### src/rtl/pipe_wb_stage.sv
// Registered write-back stage: selects ALU/link/load data, aligns sub-word loads and
// waits for variable-latency data-memory responses before issuing a one-cycle RF write.
module pipe_wb_stage #(
  parameter int unsigned DATA_W        = 32,
  parameter int unsigned ADDR_W        = 5,
  parameter bit          ZERO_SUPPRESS = 1'b1,
  localparam int unsigned OFF_W        = $clog2(DATA_W / 8)
) (
  input  logic              clk,
  input  logic              rst_n,
  input  logic              in_valid,
  output logic              in_ready,
  input  logic [ADDR_W-1:0] in_rd_waddr,
  input  logic              in_rd_wena,
  input  logic [1:0]        in_rd_sel,
  input  logic [2:0]        in_ld_type,
  input  logic [OFF_W-1:0]  in_byte_off,
  input  logic [DATA_W-1:0] in_alu_result,
  input  logic [DATA_W-1:0] in_link_addr,
  input  logic              flush,
  input  logic              dmem_rvalid,
  input  logic [DATA_W-1:0] dmem_rdata,
  output logic [ADDR_W-1:0] out_rd_waddr,
  output logic              out_rd_wena,
  output logic [DATA_W-1:0] out_rd_wdata,
  output logic              out_busy
);

  localparam logic [0:0] StIdle    = 1'b0;
  localparam logic [0:0] StWaitMem = 1'b1;

  localparam logic [2:0] LdLh  = 3'd1;
  localparam logic [2:0] LdLhu = 3'd2;
  localparam logic [2:0] LdLb  = 3'd3;
  localparam logic [2:0] LdLbu = 3'd4;

  logic [0:0]        state_q, state_d;
  logic [ADDR_W-1:0] pend_waddr_q, pend_waddr_d;
  logic [2:0]        pend_ld_type_q, pend_ld_type_d;
  logic [OFF_W-1:0]  pend_off_q, pend_off_d;
  logic              wena_q, wena_d;
  logic [ADDR_W-1:0] waddr_q, waddr_d;
  logic [DATA_W-1:0] wdata_q, wdata_d;

  logic              accept;
  logic              eff_wena;
  logic [2:0]        ld_type;
  logic [OFF_W-1:0]  ld_off;
  logic [OFF_W-1:0]  half_off;
  logic [DATA_W-1:0] byte_shift;
  logic [DATA_W-1:0] half_shift;
  logic [DATA_W-1:0] ld_data;

  assign in_ready = (state_q == StIdle);
  assign out_busy = (state_q == StWaitMem);
  assign accept   = in_valid && in_ready && !flush;
  assign eff_wena = in_rd_wena && !(ZERO_SUPPRESS && (in_rd_waddr == '0));

  // While waiting, alignment must use the attributes latched at accept time.
  assign ld_type  = (state_q == StWaitMem) ? pend_ld_type_q : in_ld_type;
  assign ld_off   = (state_q == StWaitMem) ? pend_off_q : in_byte_off;
  assign half_off = {ld_off[OFF_W-1:1], 1'b0};

  always_comb begin
    byte_shift = dmem_rdata >> {ld_off, 3'b000};
    half_shift = dmem_rdata >> {half_off, 3'b000};
    unique case (ld_type)
      LdLh:    ld_data = {{(DATA_W-16){half_shift[15]}}, half_shift[15:0]};
      LdLhu:   ld_data = {{(DATA_W-16){1'b0}}, half_shift[15:0]};
      LdLb:    ld_data = {{(DATA_W-8){byte_shift[7]}}, byte_shift[7:0]};
      LdLbu:   ld_data = {{(DATA_W-8){1'b0}}, byte_shift[7:0]};
      default: ld_data = dmem_rdata;
    endcase
  end

  always_comb begin
    state_d        = state_q;
    pend_waddr_d   = pend_waddr_q;
    pend_ld_type_d = pend_ld_type_q;
    pend_off_d     = pend_off_q;
    wena_d         = 1'b0;
    waddr_d        = waddr_q;
    wdata_d        = wdata_q;

    if (state_q == StIdle) begin
      // A bubble (no effective enable) never waits, even for a load.
      if (accept && eff_wena) begin
        if (in_rd_sel == 2'd0) begin
          if (dmem_rvalid) begin
            wena_d  = 1'b1;
            waddr_d = in_rd_waddr;
            wdata_d = ld_data;
          end else begin
            state_d        = StWaitMem;
            pend_waddr_d   = in_rd_waddr;
            pend_ld_type_d = in_ld_type;
            pend_off_d     = in_byte_off;
          end
        end else begin
          wena_d  = 1'b1;
          waddr_d = in_rd_waddr;
          wdata_d = (in_rd_sel == 2'd2) ? in_link_addr : in_alu_result;
        end
      end
    end else begin
      // Flush wins over a response arriving in the same cycle.
      if (flush) begin
        state_d = StIdle;
      end else if (dmem_rvalid) begin
        state_d = StIdle;
        wena_d  = 1'b1;
        waddr_d = pend_waddr_q;
        wdata_d = ld_data;
      end
    end
  end

  always_ff @(posedge clk or negedge rst_n) begin
    if (!rst_n) begin
      state_q        <= StIdle;
      pend_waddr_q   <= '0;
      pend_ld_type_q <= '0;
      pend_off_q     <= '0;
      wena_q         <= 1'b0;
      waddr_q        <= '0;
      wdata_q        <= '0;
    end else begin
      state_q        <= state_d;
      pend_waddr_q   <= pend_waddr_d;
      pend_ld_type_q <= pend_ld_type_d;
      pend_off_q     <= pend_off_d;
      wena_q         <= wena_d;
      waddr_q        <= waddr_d;
      wdata_q        <= wdata_d;
    end
  end

  assign out_rd_wena  = wena_q;
  assign out_rd_waddr = waddr_q;
  assign out_rd_wdata = wdata_q;

endmodule

### config.mk
export PLATFORM = sky130hd
export DESIGN_NAME = pipe_wb_stage
export DESIGN_NICKNAME = d
export VERILOG_FILES = /design/src/rtl/pipe_wb_stage.sv
export SDC_FILE = /design/constraint.sdc
export NUM_CORES = 1
export LEC_CHECK = 0
export CAP_MARGIN = 20
export CORE_ASPECT_RATIO = 0.75
export CORE_MARGIN = 8
export CORE_UTILIZATION = 39
export DETAILED_ROUTE_END_ITERATION = 8
export PLACE_DENSITY = 0.9
export SYNTH_ARGS = -nofsm -noshare
export SYNTH_HDL_FRONTEND = slang
export SYNTH_SLANG_ARGS = --single-unit
### constraint.sdc
create_clock -name clk -period 2.15 [get_ports clk]
set_clock_uncertainty 0.2 [all_clocks]
set_input_delay 0.43 -clock clk [delete_from_list [all_inputs] [get_ports clk]]
set_output_delay 0.43 -clock clk [all_outputs]
set_load 0.02 [all_outputs]
==> results.toml <==
[run_status]
status = "finished clean"

[critical_path]
slowest_delay_ns = 0.43
crit_chain = "buf_6 -> mux2i_4 -> o21ai_0 -> and3_4 -> buf_4 -> o221a_2 -> o22ai_1"
cp-start-kind = "flop"
crit_path_end_kind = "flop"
crit_type = "flop to flop"
path_buf_inv = 2
slowest_stage = "dfrtp_2"
required_ns = 2.15
worstPathArrival_ns = 2.14
path_max_fanout = 7
cp_top_family = "compound AO/OA/AOI/OAI gates"

[cells_and_area]
nets = 680
drive_gt1_share_pct = 24.0
mostFrequentLayoutCells = "clkdlybuf4s50_1, o21ai_0, dfrtp_1"
num-fill-cells = 693
final_common_cell = "clkdlybuf4s50_1"
syn2layout_area_growth_pct = 69.6
diodes = 0

[yosys]
syn-instance-count = 390
synth_top_family_by_area = "compound AO/OA/AOI/OAI gates"
netlist_area_um2 = 3490
syn_avg_cell_area_um2 = 8.95
synth.area.mux_share_pct = 12.7
synth-seq-cells = 49
synthFlopType = "dfrtp_1"
syn_nets = 504
yosys_warnings = 0
synthDistinctLibCells = 47
seq_area_frac_synth_pct = 35.1
synth_fa_ha_area_share_pct = 0
synth_compound_area_share_pct = 35.3
synthSimpleGateAreaFrac_pct = 10.9
synth_xor_xnor_area_share_pct = 1.00
synth_edf_count = 0
async_reset_ff_share_pct = 100

[global_route]
grt_max_degree = 33
first_global_vias = 4118
grt_pass1_wl_um = 21100
track_usage_pct = 20.9
antenna_found_initial = 0
gr-total-overflow = 0

[sta]
setup-violations-final = 0
finalWorstSetupSlack_ns = 0.0104
fin_crit_ns = 2.14
max-slew-margin-rel_pct = 61.7
slew_viol_final = 0
tightest_slew_ns = 0.574
hold_viol = 0
rsz0062_at_grt = "yes"
fmaxAchievable_mhz = 467
period_share_pct = 99.5
setup-tns-final_ns = 0

[drt]
wl_um = 14100
wire_per_inst_um = 20.8
dr_total_vias = 4016
dr.first_iter.drc_count = 324
avgViaCountPerCell = 5.91
antenna_left = 0
drt-pass1-iter-count = 5
route.detailed.drc = 0

[pwr]
powerDensity_nw_per_um2 = 636
leakage_nw = 2.31
irDropWorstVdd_mv = 0.473
power_mw = 3.77

[cts]
cts.sinks = 49
cts_made_buffers = 5
cts.path.max_buffers = 2
h-tree-depth = 2
clk_latency_ns = 0.28
path_clk_slew_ns = 0.06
tritoncts = "done"
cts-root-buf = "clkbuf_16"

[die]
io_pins = 154
start_util_pct = 39.4
core_area_um2 = 8860
dieArea_um2 = 12300
die_h_um = 98.0
die_x_um = 125
placementRows = 30

[place]
numPortBuffers = 153
gp_congestion = 0.955
dp_hpwl_um = 10500
preCtsSetupSlack_ns = -0.617

[hold_path]
hold_class = "input pin to flop"

[flow_run]
maxCapViolations = 0
==> Yosys cell counts (all sizes together) (2+ instances only) <==
| library cell | number | area, um2 |
|---|---|---|
| a21boi | 16 | 120 |
| a21oi | 15 | 75.1 |
| a221oi | 4 | 35.0 |
| a22oi | 32 | 240 |
| a31o | 3 | 26.3 |
| a31oi | 2 | 12.5 |
| and3 | 2 | 12.5 |
| buf | 9 | 68.8 |
| clkbuf | 25 | 95.1 |
| dfrtp | 49 | 1230 |
| inv | 3 | 11.3 |
| mux2 | 23 | 278 |
| mux2i | 15 | 166 |
| nand2 | 40 | 153 |
| nand2b | 5 | 31.3 |
| nor2 | 15 | 63.8 |
| nor3b | 3 | 22.5 |
| nor4b | 2 | 17.5 |
| o21ai | 67 | 339 |
| o221a | 5 | 56.3 |
| o221ai | 8 | 70.1 |
| o22ai | 29 | 188 |
| o2bb2ai | 4 | 35.0 |
| xnor2 | 2 | 17.5 |
| xor2 | 2 | 17.5 |
==> layer usage <==
metal	routed length (um)	global-route usage [%]	part of all wire, %
met1	5870	25.8	42
met2	6810	35.2	48
met3	1060	5.44	7.5
met4	374	6.44	2.7
met5	0	0	0
==> metrics by stage <==
stage | hold WS [ns] | instances | util [%] | cell area, um2
CTS | 0.308 | 677 | 64.0 | 5670
floorplan | -0.0656 | 390 | - | 3510
global placement | 0.237 | 666 | 61.1 | 5410
global route | 0.242 | 679 | 66.9 | 5920
detailed placement | 0.255 | 666 | 61.1 | 5410
finish | 0.227 | 679 | 66.9 | 5920
==> repair_timing <==
item,CTS,global route
endpoints found under the hold margin,21,0
endpoints found under the setup margin,49,45
cloned,0,1
setup buffers,2,1
gates resized for setup,27,84
pin swaps,4,15
hold buffers,1,0
==> where the power goes <==
part           switching [mW]  leakage (nW)  internal (mW)
combinational           0.735          1.67          0.840
sequential              0.175         0.550           1.12
clock                   0.320        0.0841          0.581
total                    1.23          2.31           2.54
==> worst reg2reg max path, delay by kind of cell, from the launching register on <==
family                 cells  cell delay, ns
buffers and inverters      2            0.28
AOI/OAI and AO/OA          3            0.61
and+or+nand+nor            1            0.23
muxes                      1            0.30
DFF                        1            0.43
==> cells by family (layout without fill, tap and decap cells) <==
| group | count (synthesis) | after routing |
|---|---|---|
| AO/OA/AOI/OAI | 187 | 188 |
| XOR/XNOR | 4 | 4 |
| buffers and inverters | 37 | 213 |
| flip-flops | 49 | 49 |
| multiplexers | 38 | 38 |
| AND/OR/NAND/NOR | 75 | 75 |
==> sequential cells by signal, summed over array words and instances (netlist names) <==
signal / count
out_busy: 1
pend_waddr_q: 5
out_rd_waddr: 5
out_rd_wdata: 32
pend_ld_type_q: 3
pend_off_q: 2
out_rd_wena: 1
==> worst paths after layout <==
path	to	slack, ns	cells after the start	from
max	out_rd_wdata[6]$_DFFE_PN0P_	0.01	7	out_busy$_DFF_PN0_
min	pend_waddr_q[3]$_DFFE_PN0P_	0.23	2	in_rd_waddr[3]
max reg2reg	out_rd_wdata[6]$_DFFE_PN0P_	0.01	7	out_busy$_DFF_PN0_
min reg2reg	pend_waddr_q[0]$_DFFE_PN0P_	0.31	1	pend_waddr_q[0]$_DFFE_PN0P_
max in group asynchronous	out_rd_wdata[10]$_DFFE_PN0P_	0.74	3	rst_n
min in group asynchronous	out_rd_waddr[3]$_DFFE_PN0P_	0.48	2	rst_n
==> cell type report <==
type                       instances  area [um2]  share of cell area [%]
multi-input combinational        305        2390                    40.4
timing repair buffer             202        1980                    33.4
sequential                        49        1230                    20.7
clock buffer                       7         143                    2.41
tap                              112         140                    2.37
clock inverter                     1        30.0                   0.507
inverter                           3        11.3                   0.190
Note: power is estimated with default switching activity, not from simulation.
